File: src/rtl/mc_ctrl_pkg.sv
// Shared definitions for the multicycle controller: state encodings,
// opcode/funct constants, ALU control codes and PC source selects.
package mc_ctrl_pkg;

  typedef enum logic [3:0] {
    S_FETCH  = 4'd0,
    S_DECODE = 4'd1,
    S_MEMADR = 4'd2,
    S_MEMRD  = 4'd3,
    S_MEMWB  = 4'd4,
    S_MEMWR  = 4'd5,
    S_EXEC   = 4'd6,
    S_ALUWB  = 4'd7,
    S_BRANCH = 4'd8,
    S_IEXEC  = 4'd9,
    S_IWB    = 4'd10,
    S_JUMP   = 4'd11,
    S_TRAP   = 4'd12
  } state_t;

  // Opcodes
  localparam logic [5:0] OP_RTYPE = 6'b000000;
  localparam logic [5:0] OP_LW    = 6'b100011;
  localparam logic [5:0] OP_SW    = 6'b101011;
  localparam logic [5:0] OP_BEQ   = 6'b000100;
  localparam logic [5:0] OP_BNE   = 6'b000101;
  localparam logic [5:0] OP_ADDI  = 6'b001000;
  localparam logic [5:0] OP_ANDI  = 6'b001100;
  localparam logic [5:0] OP_ORI   = 6'b001101;
  localparam logic [5:0] OP_J     = 6'b000010;

  // R-type function codes
  localparam logic [5:0] FN_ADD = 6'b100000;
  localparam logic [5:0] FN_SUB = 6'b100010;
  localparam logic [5:0] FN_AND = 6'b100100;
  localparam logic [5:0] FN_OR  = 6'b100101;
  localparam logic [5:0] FN_SLT = 6'b101010;

  // ALU control codes
  localparam logic [2:0] ALU_ADD = 3'b010;
  localparam logic [2:0] ALU_SUB = 3'b110;
  localparam logic [2:0] ALU_AND = 3'b000;
  localparam logic [2:0] ALU_OR  = 3'b001;
  localparam logic [2:0] ALU_SLT = 3'b111;

  // PC source selects
  localparam logic [1:0] PCSRC_ALU    = 2'b00;
  localparam logic [1:0] PCSRC_ALUOUT = 2'b01;
  localparam logic [1:0] PCSRC_JUMP   = 2'b10;
  localparam logic [1:0] PCSRC_TRAP   = 2'b11;

  // Map an R-type function field to {legal, alu_code}; illegal codes give 0.
  function automatic logic [3:0] decode_funct(input logic [5:0] fn);
    logic [3:0] r;
    r = 4'b0000;
    case (fn)
      FN_ADD:  r = {1'b1, ALU_ADD};
      FN_SUB:  r = {1'b1, ALU_SUB};
      FN_AND:  r = {1'b1, ALU_AND};
      FN_OR:   r = {1'b1, ALU_OR};
      FN_SLT:  r = {1'b1, ALU_SLT};
      default: r = 4'b0000;
    endcase
    return r;
  endfunction

endpackage

File: src/rtl/mem_wait_timer.sv
// Memory wait watchdog. Counts consecutive not-ready cycles while the
// controller sits in a memory-wait state and flags expiry on the
// TIMEOUT_CYCLES-th such cycle. The count returns to zero whenever the
// controller is not waiting, memory responds, or the timer expires, so it
// is always zero on entry to a wait state.
module mem_wait_timer #(
  parameter int TIMEOUT_CYCLES = 15
) (
  input  logic clk_i,
  input  logic reset_i,
  input  logic wait_i,
  input  logic ready_i,
  output logic expire_o
);

  localparam logic [7:0] LAST_COUNT = 8'(TIMEOUT_CYCLES - 1);

  logic [7:0] count_q, count_d;

  // Expiry: this cycle is the TIMEOUT_CYCLES-th stall and memory is still not ready.
  assign expire_o = wait_i && !ready_i && (count_q == LAST_COUNT);

  // Next count: advance on a stall, otherwise restart from zero.
  always_comb begin
    count_d = count_q + 8'd1;
    if (!wait_i || ready_i || expire_o) count_d = 8'd0;
  end

  // Counter register with synchronous reset.
  always_ff @(posedge clk_i) begin
    if (reset_i) count_q <= 8'd0;
    else         count_q <= count_d;
  end

endmodule

File: src/rtl/multicycle_ctrl.sv
// Multicycle MIPS-style control unit: Moore FSM whose outputs decode the
// current state; only the FETCH write strobes and the MEMWR strobe look at
// mem_ready/timeout. Memory waits are bounded by mem_wait_timer.
// Optional trap handling is enabled with the MC_CTRL_TRAP_EN macro; without
// it, illegal instructions and bus errors return to FETCH silently.
module multicycle_ctrl
  import mc_ctrl_pkg::*;
#(
  parameter int TIMEOUT_CYCLES = 15,
  parameter int ALUOP_W        = 3
) (
  input  logic               CLK,
  input  logic               reset,
  input  logic [5:0]         OP,
  input  logic [5:0]         Func,
  input  logic               mem_ready,
  output logic               IorD,
  output logic               MemWrite,
  output logic               IRWrite,
  output logic               RegDst,
  output logic               MemtoReg,
  output logic               RegWrite,
  output logic               ALUSrcA,
  output logic               Branch,
  output logic               BranchNe,
  output logic               PCWrite,
  output logic               ExtOp,
  output logic [1:0]         ALUSrcB,
  output logic [1:0]         PCSrc,
  output logic [ALUOP_W-1:0] AluOP,
  output logic               jump,
  output logic               bus_err,
  output logic               illegal,
  output logic [3:0]         state_o
);

`ifdef MC_CTRL_TRAP_EN
  localparam state_t FAULT_STATE = S_TRAP;
`else
  localparam state_t FAULT_STATE = S_FETCH;
`endif

  state_t     state_q, state_d;
  logic       in_wait;
  logic       expire;
  logic [3:0] funct_dec;
  logic [2:0] alu_code;

`ifdef MC_CTRL_TRAP_EN
  // Remembers whether the previous cycle was a bus error, i.e. why TRAP was entered.
  logic trap_bus_q, trap_bus_d;
  assign trap_bus_d = expire;
`endif

  assign in_wait   = (state_q == S_FETCH) || (state_q == S_MEMRD) || (state_q == S_MEMWR);
  assign funct_dec = decode_funct(Func);

  mem_wait_timer #(
    .TIMEOUT_CYCLES(TIMEOUT_CYCLES)
  ) u_timer (
    .clk_i    (CLK),
    .reset_i  (reset),
    .wait_i   (in_wait),
    .ready_i  (mem_ready),
    .expire_o (expire)
  );

  // Next-state selection; a timeout wins over staying, mem_ready wins over a timeout.
  always_comb begin
    state_d = state_q;
    case (state_q)
      S_FETCH: begin
        if (expire)         state_d = FAULT_STATE;
        else if (mem_ready) state_d = S_DECODE;
      end
      S_DECODE: begin
        case (OP)
          OP_RTYPE:                state_d = S_EXEC;
          OP_LW, OP_SW:            state_d = S_MEMADR;
          OP_BEQ, OP_BNE:          state_d = S_BRANCH;
          OP_ADDI, OP_ANDI, OP_ORI: state_d = S_IEXEC;
          OP_J:                    state_d = S_JUMP;
          default:                 state_d = FAULT_STATE;
        endcase
      end
      S_MEMADR: state_d = (OP == OP_LW) ? S_MEMRD : S_MEMWR;
      S_MEMRD: begin
        if (expire)         state_d = FAULT_STATE;
        else if (mem_ready) state_d = S_MEMWB;
      end
      S_MEMWB: state_d = S_FETCH;
      S_MEMWR: begin
        if (expire)         state_d = FAULT_STATE;
        else if (mem_ready) state_d = S_FETCH;
      end
      S_EXEC:   state_d = funct_dec[3] ? S_ALUWB : FAULT_STATE;
      S_ALUWB:  state_d = S_FETCH;
      S_BRANCH: state_d = S_FETCH;
      S_IEXEC:  state_d = S_IWB;
      S_IWB:    state_d = S_FETCH;
      S_JUMP:   state_d = S_FETCH;
`ifdef MC_CTRL_TRAP_EN
      S_TRAP:   state_d = S_FETCH;
`endif
      default:  state_d = S_FETCH;
    endcase
  end

  // State register; reset overrides every transition.
  always_ff @(posedge CLK) begin
    if (reset) begin
      state_q <= S_FETCH;
`ifdef MC_CTRL_TRAP_EN
      trap_bus_q <= 1'b0;
`endif
    end else begin
      state_q <= state_d;
`ifdef MC_CTRL_TRAP_EN
      trap_bus_q <= trap_bus_d;
`endif
    end
  end

  // Output decode of the current state; anything not set here stays 0.
  always_comb begin
    IorD     = 1'b0;
    MemWrite = 1'b0;
    IRWrite  = 1'b0;
    RegDst   = 1'b0;
    MemtoReg = 1'b0;
    RegWrite = 1'b0;
    ALUSrcA  = 1'b0;
    Branch   = 1'b0;
    BranchNe = 1'b0;
    PCWrite  = 1'b0;
    ExtOp    = 1'b0;
    ALUSrcB  = 2'b00;
    PCSrc    = PCSRC_ALU;
    alu_code = 3'b000;
    illegal  = 1'b0;
    case (state_q)
      S_FETCH: begin
        ALUSrcB  = 2'b01;
        alu_code = ALU_ADD;
        IRWrite  = mem_ready;
        PCWrite  = mem_ready;
      end
      S_DECODE: begin
        ALUSrcB  = 2'b11;
        alu_code = ALU_ADD;
      end
      S_MEMADR: begin
        ALUSrcA  = 1'b1;
        ALUSrcB  = 2'b10;
        ExtOp    = 1'b1;
        alu_code = ALU_ADD;
      end
      S_MEMRD: IorD = 1'b1;
      S_MEMWB: begin
        MemtoReg = 1'b1;
        RegWrite = 1'b1;
      end
      S_MEMWR: begin
        IorD     = 1'b1;
        MemWrite = !expire;
      end
      S_EXEC: begin
        ALUSrcA  = 1'b1;
        alu_code = funct_dec[2:0];
      end
      S_ALUWB: begin
        RegDst   = 1'b1;
        RegWrite = 1'b1;
      end
      S_BRANCH: begin
        ALUSrcA  = 1'b1;
        alu_code = ALU_SUB;
        PCSrc    = PCSRC_ALUOUT;
        Branch   = 1'b1;
        BranchNe = (OP == OP_BNE);
      end
      S_IEXEC: begin
        ALUSrcA = 1'b1;
        ALUSrcB = 2'b10;
        case (OP)
          OP_ADDI: begin
            alu_code = ALU_ADD;
            ExtOp    = 1'b1;
          end
          OP_ANDI: alu_code = ALU_AND;
          OP_ORI:  alu_code = ALU_OR;
          default: alu_code = 3'b000;
        endcase
      end
      S_IWB: RegWrite = 1'b1;
      S_JUMP: begin
        PCSrc   = PCSRC_JUMP;
        PCWrite = 1'b1;
      end
`ifdef MC_CTRL_TRAP_EN
      S_TRAP: begin
        PCSrc   = PCSRC_TRAP;
        PCWrite = 1'b1;
        illegal = !trap_bus_q;
      end
`endif
      default: begin
        IorD = 1'b0;
      end
    endcase
  end

  assign AluOP   = ALUOP_W'(alu_code);
  assign jump    = (PCSrc == PCSRC_JUMP);
  assign bus_err = expire;
  assign state_o = state_q;

endmodule

File: config.mk
export PLATFORM = sky130hd
export DESIGN_NAME = multicycle_ctrl
export DESIGN_NICKNAME = d
export VERILOG_FILES = /design/src/rtl/mc_ctrl_pkg.sv /design/src/rtl/mem_wait_timer.sv /design/src/rtl/multicycle_ctrl.sv
export SDC_FILE = /design/constraint.sdc
export NUM_CORES = 1
export LEC_CHECK = 0
export CAP_MARGIN = 25
export CORE_ASPECT_RATIO = 2
export CORE_UTILIZATION = 30
export CTS_BUF_LIST = sky130_fd_sc_hd__clkbuf_8
export DETAILED_ROUTE_END_ITERATION = 7
export PLACE_DENSITY = 0.69
export SYNTH_ARGS = -nofsm -noshare
export SYNTH_HDL_FRONTEND = slang
export SYNTH_SLANG_ARGS = --single-unit
File: constraint.sdc
create_clock -name CLK -period 2.5 [get_ports CLK]
set_input_delay 0.375 -clock CLK [delete_from_list [all_inputs] [get_ports CLK]]
set_output_delay 0.375 -clock CLK [all_outputs]
set_load 0.01 [all_outputs]
# == Yosys cells after proc, flatten, opt, wreduce, memory -nomap -nowiden ==
# Cells that the tools add are included.
# totals
out_inout_bits,25
regBits,12
word_cells,80
# classes
eq_ne,29
n_mux,27
addsub,1
reduce_logical,21
# op_table
operator,count
6-bit == test (second input constant),7
4-bit one-hot mux with 5 select lines,2
4-bit one-hot mux with 7 select lines,1
4-bit two-way mux,6
6-bit by 4-bit == test with 1-bit output (second input constant),3
4-bit by 3-bit == test with 1-bit output (second input constant),4
4-bit == test (second input constant),4
6-bit by 3-bit == test with 1-bit output (second input constant),2
3-bit one-hot mux with 4 select lines,1
1-bit two-way mux,10
2-bit OR reduction,5
3-bit inequality test (second input constant),3
3-bit OR reduction,3
8-bit by 1-bit adder with 8-bit output (second input constant),1
4-bit by 2-bit == test with 1-bit output (second input constant),2
8-bit by 4-bit == test with 1-bit output (second input constant),1
2-bit one-hot mux with 2 select lines,2
6-bit by 2-bit == test with 1-bit output (second input constant),1
6-bit logical NOT,1
3-bit two-way mux,2
2-bit one-hot mux with 3 select lines,1
4-bit by 1-bit == test with 1-bit output (second input constant),1
4-bit logical NOT,1
1-bit logical OR,4
other kinds (6),10

# == Depth between registers and ports, before layout ==
# Gate-level depths: netlist of the first run.
# depth
ltp_word,7
mapped_depth,7
ltp_nobuf,6

# == Modules after synthesis ==
# Synthesis of the first run repeated with hierarchy kept, for this count alone.
# hier_totals
cells_unflattened,150
hier_area_um2,1096.1
# by_module_without_submodules
mod,area_per_inst_um2,cells_each,n_inst,seq_area_each_um2
multicycle_ctrl,734.5,110,1,80.1
mem_wait_timer,361.6,40,1,160.2

# == Worst setup path after synthesis of the first run ==
# OpenSTA, ideal clock, no wires.
# synth_timing
kind,register -> output
start,"register state_q[1], in the netlist state_o[1]"
end,output MemWrite
path_stages_with_launch,7
setup_slack_ps,772
path_buffers,1
arrival_time_ps,1353
required_time_ps,2125
cell_sequence,dfxtp_1 > buf_6 > xnor2_1 > a22oi_2 > or2_4 > inv_1 > nor4_1
# synth_via
elab_chain_cells,7
elab_cells_between_ends,9
cone_classes,eq/ne (2); mux (1); reduce/logical (6)
# synth_rtl
item,line_no,rtl
from (decl),multicycle_ctrl.sv:43,"state_t state_q, state_d;"
from (signal assigned),multicycle_ctrl.sv:117,state_q <= state_d;
4-bit by 2-bit == test with 1-bit output / 4-bit logical NOT (equally long branches),multicycle_ctrl.sv:55,assign in_wait = (state_q == S_FETCH) || (state_q == S_MEMRD) || (state_q == S_MEMWR);
1-bit logical OR,multicycle_ctrl.sv:55,
1-bit logical OR *,multicycle_ctrl.sv:55,
1-bit logical AND * (2 in a row),mem_wait_timer.sv:21,assign expire_o = wait_i && !ready_i && (count_q == LAST_COUNT);
via bus_err,multicycle_ctrl.sv:32,"output logic bus_err,"
1-bit logical NOT *,multicycle_ctrl.sv:165,MemWrite = !expire;
1-bit two-way mux *,multicycle_ctrl.sv:141,case (state_q)
to (decl),multicycle_ctrl.sv:18,"output logic MemWrite,"
# The timed path passes the listed nets; every way through them passes the cells marked *.

# == Worst setup path after layout of the first run ==
# layout_timing
start,input OP[2]
end,output BranchNe
# layout_via
elab_chain_cells,2
# layout_rtl
item,line_no,rtl
from (decl),multicycle_ctrl.sv:14,"input logic [5:0] OP,"
6-bit by 3-bit == test with 1-bit output,multicycle_ctrl.sv:180,BranchNe = (OP == OP_BNE);
1-bit two-way mux,multicycle_ctrl.sv:141,
to (decl),multicycle_ctrl.sv:25,"output logic BranchNe,"
# No other way between the ends.

==> run summary, run 1 <==
post-route cell area - 0.00156 sq mm
Mapped Area - 0.00105 sq mm
Setup WS pre-CTS - -0.0567 ns
sequential power share - 34.3%
hold_sp - u_timer.count_q[0]
post-synth top area cell - dfxtp_1
drt wl/cell - 12.6 microns
Die Wd - 43.9 microns
Layout fillers - 368
height of the die - 85.8 microns
Top Ports - 40
DR DRC count - 7
RSZ-0062 raised after global routing - yes
ANT nets after route - 0
Routability Congestion - 0.851
Synth-to-Final Area Change - 48.1%
Final Hold Vio Count - 0
failing checks - DRC
HP Class - flip-flop to flip-flop
P_sw - 0.173 mW
via count - 1169
I/O Buffers - 38
clock latency on the worst-skew pair - 0.24 ns
critical path arrival - 2.04 ns
first-pass GRT wire length - 4570 microns
number of CTS-inserted buffers - 3
VDD IR max - 0.557 mV
synth top area cells - dfxtp_1 23%, nor2_1 7.8%, buf_6 4.3%
critical path launch point - OP[2]
sw frac - 28.1%
Vias/cell - 5.34
Seq cells post-synth - 12
Tot GR Track Use - 15.4%
Core Rows - 30
Startpoint Class - primary input
final worst path period need - 2.42 ns
Starting Density - 31.2%
CP max FO - 6
final setup violating endpoints - 0
worst r2r src - state_o[0]
nets - 205
post-synthesis sequential area ratio - 22.8%
Highest Clock Rate - 0.413 GHz
first-iteration detailed-routing DRC count - 34
hpwl dp - 2260 microns
post-route non-filler standard cell count - 219
power share of the clock group - 34.2%
outcome - finished with violations
Pint - 0.442 mW
CTS tree - yes
final period utilization - 96.8%
area of the core - 0.00338 sq mm
post-synth cell types - 41
Diodes inserted - 0
largest net degree at the start of global routing - 12
total chip power - 0.614 mW
Final TNS setup - 0 ns
clk root buf - clkbuf_8
Reg area - 243 sq um
Overflow after GRT - 0
cells after synthesis - 142
initial antenna violation count - 0
critical path endpoint category - primary output
Avg Inst Size Synth - 7.42 sq um
Final Worst Setup Slack - 0.0806 ns
WL final - 2770 microns
Hold Crit Depth - 1
Inst Count DP - 214
Synth Warn # - 0
Leakage Power - 0.596 nW
multi-input combinational cell area - 711 sq um
Post-DP Area - 0.00148 sq mm
Clock Path Buffers - 2
H-tree depth - 1
synthesized net count - 159
final slew viol count - 0
Sink Count - 12
Max-cap violations - 0
clock slew seen by the registers of the worst setup and hold paths - 0.05 ns
Reg2Reg Depth - 6
DRT Pass-1 Iters - 6
layout cells sized above 1 - 16.0%
Layout Skew - 0.00308 ns
Comb pwr share - 31.4%
post-synth top area share - 22.8%
CP Class - primary input to primary output
cell area power density - 394 mW/mm^2
vias in the first global route - 1084
die area - 0.00377 sq mm
Worst EP required - 2.12 ns
-- state kept, by name, summed over array words and instances, names as in the netlist --
name / count
state_o: 4
u_timer.count_q: 8
-- layout by cell type, fill, tap and decap left out, types with 2 or more instances in the layout --
cell type and instances:
nor2b_1 3, nor2_1 20, a31oi_1 3, nor3_1 8
nor4_1 2, o21ai_0 4, clkbuf_8 4, nor2_2 2
dlygate4sd2_1 2, nand4_1 4, o22ai_1 5, dfxtp_2 2
nand2b_4 2, buf_4 13, dfxtp_1 10, inv_1 9
nand3_1 6, a21oi_1 5, and2_1 2, nand2_1 11
nand2b_1 3, clkdlybuf4s50_1 35, xor2_1 4, nor4b_1 3
ha_1 2, xnor2_1 4
-- per-stage QoR --
step | utilization (%) | hold WS (ns)
2_1_floorplan | - | 0.441
3_3_place_gp | 43.9 | 0.460
3_5_place_dp | 43.9 | 0.478
4_1_cts | 45.6 | 0.491
5_1_grt | 46.2 | 0.511
6_report | 46.2 | 0.478
-- cell families (layout without fill, tap and decap cells) --
| logic type | count (synthesis) | in the layout | share of synthesized area [%] |
|---|---|---|---|
| other cells | 1 | 1 | 0.356 |
| flops | 12 | 12 | 22.8 |
| compound gates | 25 | 25 | 16.4 |
| simple gates | 75 | 75 | 40.6 |
| xor+xnor | 8 | 8 | 6.65 |
| fa+ha+maj | 2 | 2 | 2.37 |
| buf+inv | 19 | 64 | 10.8 |
-- metal layers --
layer  wire length [microns]  track usage [%]
met5                       0                0
met3                     122             2.32
met2                    1620             31.6
met1                    1000             15.0
met4                      26             3.31
-- final timing paths --
kind                                            to  slack, ns
worst max-delay path                      BranchNe       0.08
worst min-delay path            u_timer.count_q[0]       0.48
worst max register to register          state_o[0]       0.83
worst min register to register  u_timer.count_q[0]       0.48
-- cell type report --
class,count,area share [%]
Clock buffer,4,3.53
Sequential cell,12,15.6
Tap cell,32,2.57
Multi-Input combinational cell,111,45.5
Inverter,9,2.17
Timing Repair Buffer,51,30.6
-- cells in the mapped netlist (all sizes together) --
master and number:
a211oi 1, a21oi 5, a22oi 1, a311oi 1, a31oi 3, a32o 1
and2 2, and3 1, buf 8, clkbuf 2, conb 1, dfxtp 12
ha 2, inv 9, nand2 11, nand2b 5, nand3 6, nand4 4
nand4b 1, nor2 22, nor2b 3, nor3 8, nor4 3, nor4b 4
nor4bb 2, o21a 1, o21ai 4, o221ai 1, o22ai 5, o2bb2ai 1
o31ai 1, or2 2, or3 1, xnor2 4, xor2 4
-- worst max-delay path: stages --
cell and delay [ns]:
clkdlybuf4s50_1 0.57, nor2b_1 0.24, nand3_1 0.15, nor3_1 0.15
clkdlybuf4s50_1 0.56
-- power by group through the flow --
stage	Combinational [mW]	Clock (mW)	Sequential, mW
after CTS	0.192	0.221	0.211
after detailed placement	0.192	0	0.215
final	0.193	0.210	0.211
after global placement	0.192	0	0.215
after floorplan	0.112	0	0.211
after global routing	0.210	0.228	0.212
-- timing repair --
item,4_1_cts,5_1_grt
endpoints found under the setup margin,4,6
gates resized for setup,4,4
pin swaps,0,1
setup buffers,0,1
hold buffers,0,0
Note: power is estimated with default switching activity, not from simulation.
==> inputs of run 2 (changes only) <==
--- a/config.mk
+++ b/config.mk
@@ -11,6 +11,7 @@
 export CTS_BUF_LIST = sky130_fd_sc_hd__clkbuf_8
 export DETAILED_ROUTE_END_ITERATION = 7
 export PLACE_DENSITY = 0.69
+export SLEW_MARGIN = 20
 export SYNTH_ARGS = -nofsm -noshare
 export SYNTH_HDL_FRONTEND = slang
 export SYNTH_SLANG_ARGS = --single-unit
==> results of run 2 <==
Final layout, timing and power as in run 1 (identical DEF).
==> inputs of run 3 (changes only) <==
--- a/config.mk
+++ b/config.mk
@@ -11,6 +11,7 @@
 export CTS_BUF_LIST = sky130_fd_sc_hd__clkbuf_8
 export DETAILED_ROUTE_END_ITERATION = 7
 export PLACE_DENSITY = 0.69
+export SKIP_CTS_REPAIR_TIMING = 1
 export SLEW_MARGIN = 20
 export SYNTH_ARGS = -nofsm -noshare
 export SYNTH_HDL_FRONTEND = slang
==> run 3 against run 2 <==
Critical path depth is the same. Die area is the same. Non-clock buffer count is the same. Sequential cell count is the same. Utilization grew 0.22 points. Critical path type unchanged. Clock skew is essentially flat. The run still ends with DRC left. Wire length shrank 0.54%. Register-to-register slack is essentially flat. Sequential power is essentially flat. Combinational power is essentially flat. Via count is essentially flat.
==> run summary, run 3 (synthesized netlist as in run 1, its figures left out) <==
P_sw - 0.172 mW (-0.21%)
Sink Count - 12 (unchanged)
Synth-to-Final Area Change - 48.8%
Vias/cell - 5.34 (about the same)
CP most frequent cell - clkdlybuf4s50_1
post-route cell area - 0.00157 sq mm (+0.48%)
commonest non-fill, non-tap cell in the layout - clkdlybuf4s50_1
Routability Congestion - 0.851 (unchanged)
total chip power - 0.615 mW (about the same)
I/O Buffers - 38 (unchanged)
Die Wd - 43.9 microns (unchanged)
WL final - 2760 microns (-0.54%)
first-pass GRT wire length - 4570 microns (unchanged)
crit path max-delay cell type - clkdlybuf4s50_1
Clock Path Buffers - 2 (unchanged)
Max-cap violations - 0 (unchanged)
clk root buf - clkbuf_8
DR DRC count - 6 (-1)
failing checks - DRC
CP Class - primary input to primary output
Critical Path Max Stage Delay - 0.57 ns (about the same)
sw frac - 28.0% (-0.060 points)
vias in the first global route - 1084 (unchanged)
Core Rows - 30 (unchanged)
nets - 205 (unchanged)
max reg flops - 8 (unchanged)
final period utilization - 96.7% (about the same)
initial antenna violation count - 0 (unchanged)
outcome - finished with violations
HP Class - flip-flop to flip-flop
clock latency on the worst-skew pair - 0.24 ns (about the same)
Reg with most FFs - u_timer.count_q
Layout Skew - 0.00308 ns (-0.0000000800 ns)
multi-input combinational cell area - 711 sq um (unchanged)
crit path buf inv count - 2 (unchanged)
final worst path period need - 2.42 ns (-0.000702 ns)
Startpoint Class - primary input
Layout Utilization - 46.4% (+0.22 points)
Comb pwr share - 31.5% (about the same)
family with the most delay on the worst path - buffers and inverters
Final TNS setup - 0 ns (unchanged)
cell area power density - 392 mW/mm^2 (-0.47%)
Final Hold Vio Count - 0 (unchanged)
Post-DP Area - 0.00148 sq mm (unchanged)
die area - 0.00377 sq mm (unchanged)
ANT nets after route - 0 (unchanged)
Inst Count DP - 214 (unchanged)
sequential power share - 34.3% (about the same)
critical path cell sequence - clkdlybuf4s50_1 > nor2b_1 > nand3_1 > nor3_1 > clkdlybuf4s50_1
clock slew seen by the registers of the worst setup and hold paths - 0.05 ns (about the same)
Layout fillers - 366 (-0.54%)
number of CTS-inserted buffers - 3 (unchanged)
Leakage Power - 0.618 nW (+3.6%)
post-route non-filler standard cell count - 219 (unchanged)
Diodes inserted - 0 (unchanged)
power share of the clock group - 34.2% (about the same)
via count - 1170 (+0.086%)
DRT Pass-1 Iters - 8 (+2)
Highest Clock Rate - 0.413 GHz (about the same)
Worst EP required - 2.12 ns (about the same)
critical path arrival - 2.04 ns (about the same)
final slew viol count - 0 (unchanged)
Pint - 0.442 mW (about the same)
final setup violating endpoints - 0 (unchanged)
CP max FO - 6 (unchanged)
hpwl dp - 2260 microns (unchanged)
Overflow after GRT - 0 (unchanged)
drt wl/cell - 12.6 microns (-0.54%)
height of the die - 85.8 microns (unchanged)
RSZ-0062 raised after global routing - yes
first-iteration detailed-routing DRC count - 34 (unchanged)
layout cells sized above 1 - 16.0% (unchanged)
VDD IR max - 0.558 mV (about the same)
area of the core - 0.00338 sq mm (unchanged)
Starting Density - 31.2% (unchanged)
Reg area - 243 sq um (unchanged)
Tot GR Track Use - 15.4% (unchanged)
CTS tree - yes
most frequent cells in the layout - 35 x clkdlybuf4s50_1, 20 x nor2_1, 13 x buf_4
largest net degree at the start of global routing - 12 (unchanged)
critical path endpoint category - primary output
H-tree depth - 1 (unchanged)
Top Ports - 40 (unchanged)
[run 3: worst register-to-register path, stage by stage (launching register included)]
cell	delay, ns
dfxtp_1	0.45
nor4b_4	0.25
a22oi_2	0.09
or2_4	0.26
buf_4	0.14
a311oi_2	0.25
o22ai_1	0.09
[run 3: final timing paths]
| check | from | end | slack (ns) | cells past startpoint |
|---|---|---|---|---|
| setup / recovery | OP[2] | BranchNe | 0.08 | 5 |
| setup reg to reg | state_o[0] | state_o[0] | 0.83 | 6 |
| hold / removal | u_timer.count_q[0] | u_timer.count_q[0] | 0.48 | 1 |
| hold reg to reg | u_timer.count_q[0] | u_timer.count_q[0] | 0.48 | 1 |
[run 3: power by group through the flow]
stage	logic, mW	clock network [mW]	registers (mW)
6_report	0.193	0.210	0.211
5_1_grt	0.210	0.228	0.212
4_1_cts	0.193	0.221	0.211
3_5_place_dp	0.192	0	0.215
3_3_place_gp	0.192	0	0.215
2_1_floorplan	0.112	0	0.211
[run 3: metrics by stage]
step	worst slack [ns]	hold slack (ns)
final	0.0813	0.478
after CTS	-0.0629	0.491
after detailed placement	-0.0567	0.478
after global routing	-0.0349	0.511
after floorplan	0.772	0.441
after global placement	-0.0323	0.460
[run 3: per-layer routing]
metal	wire, microns	track usage, %	share of wire, %
met1	986	15.0	36
met2	1620	31.6	59
met3	124	2.32	4.5
met4	26	3.31	0.94
met5	0	0	0
[run 3: cell type report]
class,count,share of cell area (%)
Clock buffer,4,3.51
Timing Repair Buffer,51,31.0
Inverter,9,2.15
Tap cell,32,2.55
Sequential cell,12,15.5
Multi-Input combinational cell,111,45.3
